<file path="src/rtl/vda_pkg.sv">
// Shared types and constants for the vda command issue stage.
package vda_pkg;

  localparam int unsigned VEC_W     = 17;
  localparam int unsigned OP_LSB    = 11;
  localparam int unsigned DEF_REP_W = 4;

  // Bit map: [16:11] opcode q..l, [10:0] condition flags k..a.
  typedef logic [VEC_W-1:0] vda_vec_t;

  typedef struct packed {
    vda_vec_t              vec;
    logic [DEF_REP_W-1:0]  rep;
  } vda_cmd_t;

  typedef enum logic {
    IDLE,
    ISSUE
  } issue_state_t;

  // Opcode field q..l of a command vector.
  function automatic logic [VEC_W-OP_LSB-1:0] vda_opcode(vda_vec_t v);
    return v[VEC_W-1:OP_LSB];
  endfunction

endpackage

</file>
<file path="src/rtl/vda_cmd_issue_if.sv">
// Command-in / beat-out handshake bundle for the vda issue stage.
interface vda_cmd_issue_if
  import vda_pkg::*;
#(
  parameter int unsigned REP_W = 4
) ();

  logic             in_valid;
  logic             in_ready;
  vda_vec_t         in_vec;
  logic [REP_W-1:0] in_rep;

  logic             out_valid;
  logic             out_ready;
  vda_vec_t         out_vec;
  logic             out_last;

  modport slave (
    input  in_valid, in_vec, in_rep, out_ready,
    output in_ready, out_valid, out_vec, out_last
  );

  modport master (
    output in_valid, in_vec, in_rep, out_ready,
    input  in_ready, out_valid, out_vec, out_last
  );

endinterface

</file>
<file path="src/rtl/vda_cmd_fifo.sv">
// Generic synchronous FIFO; full/empty derived from the occupancy counter.
module vda_cmd_fifo #(
  parameter int unsigned DEPTH = 4,
  parameter int unsigned WIDTH = 21
) (
  input  logic                         clk,
  input  logic                         rst,
  input  logic                         flush_i,
  input  logic                         push_i,
  input  logic                         pop_i,
  input  logic [WIDTH-1:0]             wdata_i,
  output logic [WIDTH-1:0]             rdata_o,
  output logic [$clog2(DEPTH+1)-1:0]   count_o,
  output logic                         full_o,
  output logic                         empty_o
);

  localparam int unsigned PTR_W = $clog2(DEPTH);
  localparam int unsigned CNT_W = $clog2(DEPTH+1);

  logic [PTR_W-1:0] wr_ptr_q, rd_ptr_q;
  logic [CNT_W-1:0] count_q;
  logic [WIDTH-1:0] mem_q [DEPTH];
  logic             push_ok, pop_ok;

  assign full_o  = (count_q == CNT_W'(DEPTH));
  assign empty_o = (count_q == '0);
  assign push_ok = push_i && !full_o;
  assign pop_ok  = pop_i && !empty_o;
  assign rdata_o = mem_q[rd_ptr_q];
  assign count_o = count_q;

  // Pointer and occupancy bookkeeping; pointers wrap modulo DEPTH.
  always_ff @(posedge clk or posedge rst) begin
    if (rst) begin
      wr_ptr_q <= '0;
      rd_ptr_q <= '0;
      count_q  <= '0;
    end else if (flush_i) begin
      wr_ptr_q <= '0;
      rd_ptr_q <= '0;
      count_q  <= '0;
    end else begin
      if (push_ok) wr_ptr_q <= wr_ptr_q + PTR_W'(1);
      if (pop_ok)  rd_ptr_q <= rd_ptr_q + PTR_W'(1);
      count_q <= count_q + CNT_W'(push_ok) - CNT_W'(pop_ok);
    end
  end

  // Storage array, written on accepted pushes only.
  always_ff @(posedge clk) begin
    if (push_ok && !flush_i) mem_q[wr_ptr_q] <= wdata_i;
  end

endmodule

</file>
<file path="src/rtl/vda_cmd_issue.sv">
// Command staging and repeat-issue stage feeding the vda decode array.
module vda_cmd_issue
  import vda_pkg::*;
#(
  parameter int unsigned DEPTH = 4,
  parameter int unsigned REP_W = 4,
  parameter int unsigned VEC_W = 17
) (
  input  logic                        clk,
  input  logic                        rst,
  vda_cmd_issue_if.slave              bus,
  input  logic                        flush,
  output logic [$clog2(DEPTH+1)-1:0]  count,
  output logic                        busy
);

  typedef struct packed {
    logic [VEC_W-1:0] vec;
    logic [REP_W-1:0] rep;
  } cmd_t;

  cmd_t             wr_cmd, head;
  logic             push, pop, full, empty;
  logic             accept, rep_done;
  issue_state_t     state_q, state_d;
  logic [VEC_W-1:0] out_vec_q, out_vec_d;
  logic [REP_W-1:0] rep_cnt_q, rep_cnt_d;

  // in_ready deliberately ignores out_ready: no push when full, even with a pop.
  assign bus.in_ready = !full && !flush;
  assign push         = bus.in_valid && bus.in_ready;
  assign wr_cmd       = '{vec: bus.in_vec, rep: bus.in_rep};

  vda_cmd_fifo #(
    .DEPTH (DEPTH),
    .WIDTH ($bits(cmd_t))
  ) u_fifo (
    .clk     (clk),
    .rst     (rst),
    .flush_i (flush),
    .push_i  (push),
    .pop_i   (pop),
    .wdata_i (wr_cmd),
    .rdata_o (head),
    .count_o (count),
    .full_o  (full),
    .empty_o (empty)
  );

  assign accept        = (state_q == ISSUE) && bus.out_ready;
  assign rep_done      = (rep_cnt_q == '0);
  assign bus.out_valid = (state_q == ISSUE);
  assign bus.out_last  = (state_q == ISSUE) && rep_done;
  assign bus.out_vec   = out_vec_q;
  assign busy          = (count != '0) || bus.out_valid;

  // State register.
  always_ff @(posedge clk or posedge rst) begin
    if (rst) state_q <= IDLE;
    else     state_q <= state_d;
  end

  // Next-state: leave ISSUE only when the final repeat is taken and nothing is queued.
  always_comb begin
    state_d = state_q;
    if (flush) begin
      state_d = IDLE;
    end else begin
      unique case (state_q)
        IDLE:    if (!empty) state_d = ISSUE;
        ISSUE:   if (accept && rep_done && empty) state_d = IDLE;
        default: state_d = IDLE;
      endcase
    end
  end

  // Output stage control: pop/load, repeat countdown, clear to quiescent vector.
  always_comb begin
    pop       = 1'b0;
    out_vec_d = out_vec_q;
    rep_cnt_d = rep_cnt_q;
    if (flush) begin
      out_vec_d = '0;
      rep_cnt_d = '0;
    end else begin
      unique case (state_q)
        IDLE: begin
          if (!empty) begin
            pop       = 1'b1;
            out_vec_d = head.vec;
            rep_cnt_d = head.rep;
          end
        end
        ISSUE: begin
          if (accept) begin
            if (!rep_done) begin
              rep_cnt_d = rep_cnt_q - REP_W'(1);
            end else if (!empty) begin
              pop       = 1'b1;
              out_vec_d = head.vec;
              rep_cnt_d = head.rep;
            end else begin
              out_vec_d = '0;
            end
          end
        end
        default: begin
          out_vec_d = '0;
          rep_cnt_d = '0;
        end
      endcase
    end
  end

  // Output vector and repeat counter registers.
  always_ff @(posedge clk or posedge rst) begin
    if (rst) begin
      out_vec_q <= '0;
      rep_cnt_q <= '0;
    end else begin
      out_vec_q <= out_vec_d;
      rep_cnt_q <= rep_cnt_d;
    end
  end

endmodule

</file>
<file path="src/flat_wrapper.sv">
// flat-port wrapper written by rule: the top's interface ports become plain ports
module vda_cmd_issue_flat import vda_pkg::*;
#(
  parameter int unsigned DEPTH = 4,
  parameter int unsigned REP_W = 4,
  parameter int unsigned VEC_W = 17
)
  (clk, rst, flush, count, busy, bus_in_valid, bus_in_vec, bus_in_rep, bus_out_ready, bus_in_ready, bus_out_valid, bus_out_vec, bus_out_last);
  vda_cmd_issue_if #(.REP_W(REP_W)) bus_i ();
  input  logic clk;
  input  logic rst;
  input  logic flush;
  output logic [$clog2(DEPTH+1)-1:0] count;
  output logic busy;
  input wire logic [$bits(bus_i.in_valid)-1:0] bus_in_valid;
  input wire logic [$bits(bus_i.in_vec)-1:0] bus_in_vec;
  input wire logic [$bits(bus_i.in_rep)-1:0] bus_in_rep;
  input wire logic [$bits(bus_i.out_ready)-1:0] bus_out_ready;
  output wire logic [$bits(bus_i.in_ready)-1:0] bus_in_ready;
  output wire logic [$bits(bus_i.out_valid)-1:0] bus_out_valid;
  output wire logic [$bits(bus_i.out_vec)-1:0] bus_out_vec;
  output wire logic [$bits(bus_i.out_last)-1:0] bus_out_last;
  assign bus_i.in_valid = bus_in_valid;
  assign bus_i.in_vec = bus_in_vec;
  assign bus_i.in_rep = bus_in_rep;
  assign bus_i.out_ready = bus_out_ready;
  assign bus_in_ready = bus_i.in_ready;
  assign bus_out_valid = bus_i.out_valid;
  assign bus_out_vec = bus_i.out_vec;
  assign bus_out_last = bus_i.out_last;
  vda_cmd_issue #(.DEPTH(DEPTH), .REP_W(REP_W), .VEC_W(VEC_W)) u_core (.clk(clk), .rst(rst), .bus(bus_i), .flush(flush), .count(count), .busy(busy));
endmodule
</file>
<file path="config.mk">
export PLATFORM = sky130hd
export DESIGN_NAME = vda_cmd_issue_flat
export DESIGN_NICKNAME = d
export VERILOG_FILES = /design/src/rtl/vda_pkg.sv /design/src/rtl/vda_cmd_issue_if.sv /design/src/rtl/vda_cmd_fifo.sv /design/src/rtl/vda_cmd_issue.sv /design/src/flat_wrapper.sv
export SDC_FILE = /design/constraint.sdc
export NUM_CORES = 1
export LEC_CHECK = 0
export CELL_PAD_IN_SITES_DETAIL_PLACEMENT = 0
export CELL_PAD_IN_SITES_GLOBAL_PLACEMENT = 1
export CORE_MARGIN = 5
export CORE_UTILIZATION = 51
export CTS_CLUSTER_DIAMETER = 120
export CTS_CLUSTER_SIZE = 20
export DETAILED_ROUTE_END_ITERATION = 16
export PLACE_DENSITY_LB_ADDON = 0.1
export SYNTH_ARGS = -nofsm -noshare
export SYNTH_HDL_FRONTEND = slang
export SYNTH_HIERARCHICAL = 1
export SYNTH_SLANG_ARGS = --single-unit
</file>
<file path="constraint.sdc">
create_clock -name clk -period 8 [get_ports clk]
set_clock_uncertainty 0.1 [all_clocks]
set_input_delay 1.6 -clock clk [delete_from_list [all_inputs] [get_ports clk]]
set_output_delay 1.6 -clock clk [all_outputs]
set_load 0.005 [all_outputs]
</file>
## Word-level counts from Yosys, hierarchy flattened

Memories as Yosys holds them, arrays and structs flattened.
Index checks and enable logic that the tools add are counted.

| storage, ports and cells | value |
|---|---|
| input bits | 26 |
| memory bits (writable) | 84 |
| memories kept | 1 |
| register bits | 29 |
| logic and storage cells | 62 |
| output and inout port bits | 24 |

| cells by class | value |
|---|---|
| add/sub/neg operators | 5 |
| reductions and logical operators | 19 |
| bitwise logic cells | 1 |
| eq/ne operators | 4 |
| mux-type cells | 26 |

Memory list:

| name | depth | width | rd ports | clocked after memory_dff | wr ports | RTL line | source |
|---|---|---|---|---|---|---|---|
| u_core.u_fifo.mem_q | 4 | 21 | 1 | 0 | 1 | vda_cmd_fifo.sv:23 | `logic [WIDTH-1:0] mem_q [DEPTH];` |

Operators by type and width:

| operator | count |
|---|---|
| 17-bit 2-to-1 mux | 5 |
| 17-bit one-hot mux with 2 select lines | 1 |
| 4-bit 2-to-1 mux | 4 |
| 1-bit logical AND | 9 |
| 1-bit 2-to-1 mux | 8 |
| 2-bit 2-to-1 mux | 4 |
| 4-bit one-hot mux with 2 select lines | 1 |
| 3-bit by 2-bit inequality test with 1-bit output, second input constant | 2 |
| 2-bit by 1-bit adder with 2-bit output, second input constant | 2 |
| 4-bit zero test | 1 |
| 1-bit one-hot mux with 2 select lines | 2 |
| 2-bit nonzero test | 2 |
| 4-bit by 1-bit subtractor with 4-bit output, second input constant | 1 |
| 3-bit by 1-bit adder with 3-bit output | 1 |
| 3-bit == test, second input constant | 1 |
| 1-bit zero test | 3 |
| 3-bit zero test | 1 |
| 3-bit 2-to-1 mux | 1 |
| 3-bit inequality test, second input constant | 1 |
| 3-bit AND reduction | 1 |
| 3-bit nonzero test | 1 |
| 3-bit by 1-bit subtractor with 3-bit output | 1 |
| 1-bit logical OR | 1 |
| 1-bit inverter | 1 |

## Logic depth before layout (Yosys ltp)

Gate-level depths: netlist of run 1.

| depth | value |
|---|---|
| word-level depth | 9 |
| mapped depth | 15 |
| depth with buffers taken out | 14 |

## Modules after synthesis

Netlist of run 1, hierarchy kept.

Modules (own cells, without submodules):

| module | sequential area each (µm²) | cells an instance | area each (µm²) | instances |
|---|---|---|---|---|
| vda_cmd_fifo | 2697.6 | 159 | 3523.4 | 1 |
| vda_cmd_issue | 550.5 | 101 | 1086.0 | 1 |

## Worst setup path before layout of run 1

No wires, ideal clock.

| timing path | value |
|---|---|
| path type | input to register |
| start point | input port flush |
| end point | register u_core.u_fifo.count_q[2], in the netlist u_core/u_fifo/count_o[2] |
| slack | 4221 ps |
| setup time | 129 ps |
| required time | 7771 ps |
| buffers on the path | 2 |
| arrival | 3550 ps |
| stages | 14 |
| cells stage by stage | buf_2 nand2b_4 a21oi_2 nor3_2 buf_4 o31ai_1 inv_1 ha_1 inv_1 ha_1 inv_1 fa_1 xnor2_1 nor2_1 |

| between the ends | value |
|---|---|
| elaborated cells between the ends (all ways) | 9 |
| classes of those cells | add/sub (2); mux (2); reduce/logical (5) |

RTL lines:

| what | RTL line | source |
|---|---|---|
| from (decl) | flat_wrapper.sv:12 | `input logic flush;` |
| 1-bit 2-to-1 mux | vda_cmd_issue.sv:82 | `if (flush) begin` |
| net u_core.pop | vda_cmd_issue.sv:23 | `logic push, pop, full, empty;` |
| 1-bit logical AND | vda_cmd_fifo.sv:29 | `assign pop_ok = pop_i && !empty_o;` |
| 3-bit by 1-bit subtractor with 3-bit output | vda_cmd_fifo.sv:46 | `count_q <= count_q + CNT_W'(push_ok) - CNT_W'(pop_ok);` |
| 3-bit 2-to-1 mux | vda_cmd_fifo.sv:39 | `end else if (flush_i) begin` |
| to (signal assigned) | vda_cmd_fifo.sv:46 |  |
| to (decl) | vda_cmd_fifo.sv:22 | `logic [CNT_W-1:0] count_q;` |

The timed path passes the listed nets, and every way through them passes these cells.
A chain may end at the register's enable or synchronous reset.

## Worst setup path after layout of run 1

| timing path | value |
|---|---|
| start point | input port flush |
| end point | output port bus_in_ready |

| between the ends | value |
|---|---|
| word-level cells in the longest chain between the ends | 2 |

Ends and longest elaborated chain:

| what | RTL line | source |
|---|---|---|
| 1-bit zero test | vda_cmd_issue.sv:30 | `assign bus.in_ready = !full && !flush;` |
| 1-bit logical AND | vda_cmd_issue.sv:30 |  |
| to (decl) | flat_wrapper.sv:19 | `output wire logic [$bits(bus_i.in_ready)-1:0] bus_in_ready;` |

Every way passes these cells.

==> flow_summary.toml, run 1 <==
[status]
outcome = "finished, final reports clean"

[clock_network]
clock_sinks = 113
clockBufferDepth = 2
ctsHtreeMaxLevel = 4
clkTransAtPathRegs_ns = 0.06
cts-resized-gates = 0
cts_hold_buf = 0
numCtsBuffers = 17
cts_tree = "done"
cts_setup_buffers = 0
insertion_delay_ns = 0.51
cts_root_buffer = "clkbuf_8"

[critical_path]
r2r_start = "u_core/rep_cnt_q[0]"
cp.required_ns = 6.30
end_kind = "output pin"
reg2reg_slack_ns = 4.80
critPathKind = "input pin to output pin"
cp_max_fo = 17
cp-start-kind = "input pin"
crit_arrival_ns = 3.12
worst_r2r_endpoint = "u_core/u_fifo/count_o[2]"
ff2ff_path_depth = 15

[run]
maxCapViolations = 0

[logic_synthesis]
synth_ff_type = "edfxtp_1"
synth-seq-cells = 113
synth_nets = 294
seq_area_frac_synth = 0.7047
async_reset_ff_frac = 0.2566
synthCells = 260
yosys_warnings = 6
synth_edf_count = 84
syn_avg_cell_area_um2 = 17.73
synth_area_um2 = 4609
synth_cell_types = 46

[global_route]
groute.usage.overall = 0.1633
grt_pass1_vias = 2561
antenna_found_initial = 0
grt_max_degree = 24
grt_pass1_wl_mm = 13.59
grt-ovfl-total = 0

[timing]
relSlewSlack = 0.2580
min_period_ns = 4.824
hold_viol_final = 0
setup_violations = 0
clock.fmax_mhz = 207.3
rsz0062_at_grt = "no"
worst_slew_pin_slew_ns = 1.113
tns_ns = 0
finalCritPeriodShare = 0.6030
drv_slew = 0

[final_layout]
n_antenna_cell = 0
finalNetCount = 354
area_growth_pct = 25.49
post-route-util = 0.6601
fill_cells = 612
register_area_um2 = 3248
drive_above_1_share = 0.1928
multi_input_area_um2 = 1222

[detailed_routing]
wirelength_mm = 8.530
num_vias = 2423
drt_first_pass_iters = 4
route.detailed.drc = 0
wl_per_cell_um = 19.39
drtAntennaViolNets = 0
drt_iter0_drc = 84
via_per_inst = 5.507

[power_and_ir_drop]
power_leakage_nw = 2.097
ir_drop_mv = 0.1938
powerDensity_nw_per_um2 = 331.6

[floorplan]
die_area_um2 = 11040
core_area_um2 = 8763
start_util = 0.5260
rows = 34
die_h_um = 105.1
die_w_um = 105.1
io_pins = 50

[worst_hold_path]
min_from = "u_core/bus.out_vec[9]"
hold_depth = 2
whs_endpoint = "u_core/bus.out_vec[9]"
min_path_type = "register to register"

[placed_design]
detailed_place_hpwl_mm = 5.138
gp_routability_congestion = 0.7518
port_buffers = 49
## worst max-delay path by stage
| stage | cells past startpoint | startpoint | endpoint | slack [ns] |
|---|---|---|---|---|
| floorplan | 14 | flush | u_core/u_fifo/count_o[2] | 4.22 |
| global placement | 14 | flush | u_core/u_fifo/count_o[2] | 3.13 |
| detailed placement | 14 | flush | u_core/u_fifo/count_o[2] | 3.08 |
| CTS | 3 | flush | bus_in_ready | 3.16 |
| global route | 3 | flush | bus_in_ready | 3.09 |
| finish | 3 | flush | bus_in_ready | 3.18 |
## cell usage in the layout (no fill, tap or decap), types with 2 or more instances in the layout
master           synthesis  layout
a21oi_1                  2       2
a22o_1                  12      12
a31o_2                   2       2
and2_1                   6       6
buf_4                    1       3
bufinv_16                0       4
clkbuf_16                0      16
clkdlybuf4s50_1          0      49
clkinv_4                 0       3
dfrtp_1                 29      29
edfxtp_1                84      84
ha_1                     7       7
inv_1                   13      13
inv_6                    0       5
mux2i_1                  4       4
mux4_1                   2       2
mux4_2                  19      19
nand2_1                  8       8
nand2b_1                 4       4
nand4_1                  2       2
nor2_1                   9       9
nor2b_1                  2       2
nor3_1                   3       3
nor3b_2                  2       2
o21ai_0                 16      16
or3_1                    2       2
xor2_1                   2       2
## critical path, cell delays in order
cell and delay [ns]:
clkdlybuf4s50_1 0.73, nor2_1 0.26, clkdlybuf4s50_1 0.53
## power by group
group	internal [W]	total (W)	switching (W)
Sequential	0.000693	0.000747	0.0000542
Clock	0.000509	0.000778	0.000269
Combinational	0.000222	0.000393	0.000171
Total	0.00142	0.00192	0.000494
## cells in the mapped netlist (2+ instances only)
cell type / n / area share
edfxtp_1: 84 / 0.55
dfrtp_1: 29 / 0.16
mux4_2: 19 / 0.093
o21ai_0: 16 / 0.017
inv_1: 13 / 0.011
a22o_1: 12 / 0.023
nor2_1: 9 / 0.0073
nand2_1: 8 / 0.0065
ha_1: 7 / 0.019
and2_1: 6 / 0.0081
buf_2: 4 / 0.0043
mux2i_1: 4 / 0.0087
nand2b_1: 4 / 0.0054
buf_6: 3 / 0.0073
nor3_1: 3 / 0.0033
a21oi_1: 2 / 0.0022
a31o_2: 2 / 0.0038
mux4_1: 2 / 0.011
nand4_1: 2 / 0.0027
nor2b_1: 2 / 0.0027
nor3b_2: 2 / 0.0054
or3_1: 2 / 0.0027
xor2_1: 2 / 0.0038
## area by class of cell
type                    instances  area share
inverters                      13    0.008436
well taps                     108     0.02336
multi-input cells             123      0.2113
repair buffers                 52     0.08869
clock inverters                14     0.03504
flip-flops and latches        113      0.5615
clock buffers                  17     0.07160
## through the flow
| stage | hold WS, ns | std cells | area [um2] | total power, W | setup slack (ns) |
|---|---|---|---|---|---|
| 6_report | 0.4066 | 440 | 5784 | 0.001918 | 3.176 |
| 5_1_grt | 0.4273 | 440 | 5784 | 0.002008 | 3.089 |
| 3_5_place_dp | 0.3901 | 409 | 5167 | 0.001152 | 3.079 |
| 3_3_place_gp | 0.4020 | 409 | 5167 | 0.001149 | 3.130 |
| 2_1_floorplan | 0.3894 | 260 | 4609 | 0.0009900 | 4.221 |
| 4_1_cts | 0.4183 | 440 | 5784 | 0.001938 | 3.163 |
## kinds of logic after synthesis
group,Yosys count,share of synthesized area
compound gates,39,0.05837
buf+inv,24,0.03013
xor+xnor,3,0.005701
flops,113,0.7047
fa+ha+maj,8,0.02334
mux,25,0.1129
simple gates,48,0.06488
## sequential cells by signal (all words and copies together), names as in the netlist
register,flops
u_core/bus.out_vec,17
u_core/u_fifo/mem_q,84
u_core/u_fifo/rd_ptr_q,2
u_core/u_fifo/wr_ptr_q,2
u_core/rep_cnt_q,4
u_core/u_fifo/count_o,3
u_core/bus.out_valid,1
## layer usage
layer | wire length [um] | track usage | vias to the layer above
met3 | 316 | 0.04809 | 4
met2 | 4338 | 0.2662 | 54
met1 | 3833 | 0.2046 | 1232
li1 | - | - | 1133
met4 | 41 | 0.06849 | 0
met5 | 0 | 0 | -
(Power assumes the default switching activity.)
==> run 2: changes to the inputs <==
--- a/config.mk
+++ b/config.mk
@@ -8,7 +8,7 @@
 export CELL_PAD_IN_SITES_DETAIL_PLACEMENT = 0
 export CELL_PAD_IN_SITES_GLOBAL_PLACEMENT = 1
 export CORE_MARGIN = 5
-export CORE_UTILIZATION = 51
+export CORE_UTILIZATION = 48
 export CTS_CLUSTER_DIAMETER = 120
 export CTS_CLUSTER_SIZE = 20
 export DETAILED_ROUTE_END_ITERATION = 16
==> constraint.sdc (replaced) <==
create_clock -name clk -period 4.9 [get_ports clk]
set_clock_uncertainty 0.1 [all_clocks]
set_input_delay 0.98 -clock clk [delete_from_list [all_inputs] [get_ports clk]]
set_output_delay 0.98 -clock clk [all_outputs]
set_load 0.005 [all_outputs]
==> run 2 against run 1 <==
Against the previous run: via count grew 1.5%; non-clock buffer count is 6 higher; register-to-register slack got worse by 3.0 ns; die area is 5.6% higher; clock power is 49% higher; cell count up 6.1%; critical path type unchanged.
==> flow_summary.toml, run 2 (same netlist as run 1, synthesis figures left out) <==
[clock_network]
cts_setup_buffers = 0
ctsHtreeMaxLevel = 4
clockBufferDepth = 2
cts_hold_buf = 0
clock_sinks = 113
clkTransAtPathRegs_ns = 0.05
numCtsBuffers = 17
cts-resized-gates = 0
insertion_delay_ns = 0.50
cts_root_buffer = "clkbuf_8"
cts_tree = "done"

[floorplan]
rows = 35
core_area_um2 = 9284
die_h_um = 108.0
io_pins = 50
die_area_um2 = 11660
die_w_um = 108.0
start_util = 0.4965

[global_route]
grt_pass1_wl_mm = 13.88
use_met3 = 0.04000
grt_pass1_vias = 2609
met1_usage = 0.2098
grt_most_used_layer = "met2"
antenna_found_initial = 0
grt_max_degree = 24
groute.usage.overall = 0.1619
grt_use_met2 = 0.2642
grt-ovfl-total = 0

[final_layout]
final_common_cell = "edfxtp_1"
fill_cells = 707
post-route-util = 0.6251
drive_above_1_share = 0.1953
finalNetCount = 360
n_antenna_cell = 0
top_register = "u_core/u_fifo/mem_q"
instances_no_fill = 467
layout_common_cells = "edfxtp_1, clkdlybuf4s50_1, dfrtp_1"
area_growth_pct = 25.90
largest_reg_flops = 84
register_area_um2 = 3248
multi_input_area_um2 = 1222

[timing]
finalCritPeriodShare = 0.6816
whs_ns = 0.4064
worst_slew_pin_slew_ns = 0.9715
min_period_ns = 3.340
drv_slew = 0
tns_ns = 0
rsz0062_at_grt = "no"
clock.fmax_mhz = 299.4
setup_violations = 0
hold_viol_final = 0
relSlewSlack = 0.3516

[detailed_routing]
route.detailed.drc = 0
via_per_inst = 5.268
wirelength_mm = 8.595
num_vias = 2460
drt_first_pass_iters = 4
wl_per_cell_um = 18.40
drtAntennaViolNets = 0
drt_iter0_drc = 102

[placed_design]
dp.cells = 436
detailed_place_hpwl_mm = 5.061
port_buffers = 49
gp_routability_congestion = 0.7601

[power_and_ir_drop]
power_leakage_nw = 2.105
ir_drop_mv = 0.2614
powerDensity_nw_per_um2 = 520.0

[status]
outcome = "finished, final reports clean"

[critical_path]
crit_arrival_ns = 2.26
cp-start-kind = "input pin"
cp_max_fo = 16
cp.required_ns = 3.82
critPathKind = "input pin to output pin"
end_kind = "output pin"

[run]
maxCapViolations = 0

[worst_hold_path]
min_path_type = "register to register"
-- run 2: changes by cell type in the layout (fill, tap and decap cells not counted), sizes merged --
cell / previous run / this run
buf: 3 / 9
inv: 18 / 13
clkinv: 4 / 8
clkbuf: 17 / 19
bufinv: 4 / 3
-- run 2: routing by layer --
| metal | up-vias | wire (um) |
|---|---|---|
| met1 | 1248 | 3822 |
| met3 | 9 | 342 |
| met5 | - | 0 |
| met4 | 0 | 65 |
| met2 | 62 | 4364 |
| li1 | 1141 | - |
-- run 2: final cells by class --
type,count,share of cell area
Multi-Input combinational cell,123,0.2107
Sequential cell,113,0.5597
Inverter,13,0.008409
Timing Repair Buffer,58,0.09616
Clock buffer,19,0.07266
Clock inverter,12,0.02458
Tap cell,129,0.02781
-- run 2: critical path, stage by stage --
cell and delay, ns:
clkdlybuf4s50_1 0.43, buf_4 0.21, nor2_1 0.13, clkdlybuf4s50_1 0.51
-- run 2: worst paths after layout --
kind                       cells after the start                   from                       end  slack, ns
hold / removal                                 2  u_core/bus.out_vec[6]     u_core/bus.out_vec[6]       0.41
max in group asynchronous                      2                    rst       u_core/rep_cnt_q[0]       3.16
min in group asynchronous                      2                    rst  u_core/u_fifo/count_o[0]       0.65
setup / recovery                               4                  flush              bus_in_ready       1.56
hold reg to reg                                2  u_core/bus.out_vec[6]     u_core/bus.out_vec[6]       0.41
setup reg to reg                              15    u_core/rep_cnt_q[0]  u_core/u_fifo/count_o[2]       1.80
-- run 2: report_power, final --
group          switching, W  internal, W
Sequential        0.0000800      0.00113
Clock              0.000398     0.000764
Combinational      0.000280     0.000364
-- run 2: stage by stage --
step	area, um2	total power, W	setup slack [ns]
after global routing	5803	0.003173	1.353
after CTS	5803	0.003057	1.531
after floorplan	4609	0.001616	1.741
after detailed placement	5239	0.001878	1.077
final	5803	0.003017	1.560
after global placement	5239	0.001879	1.099
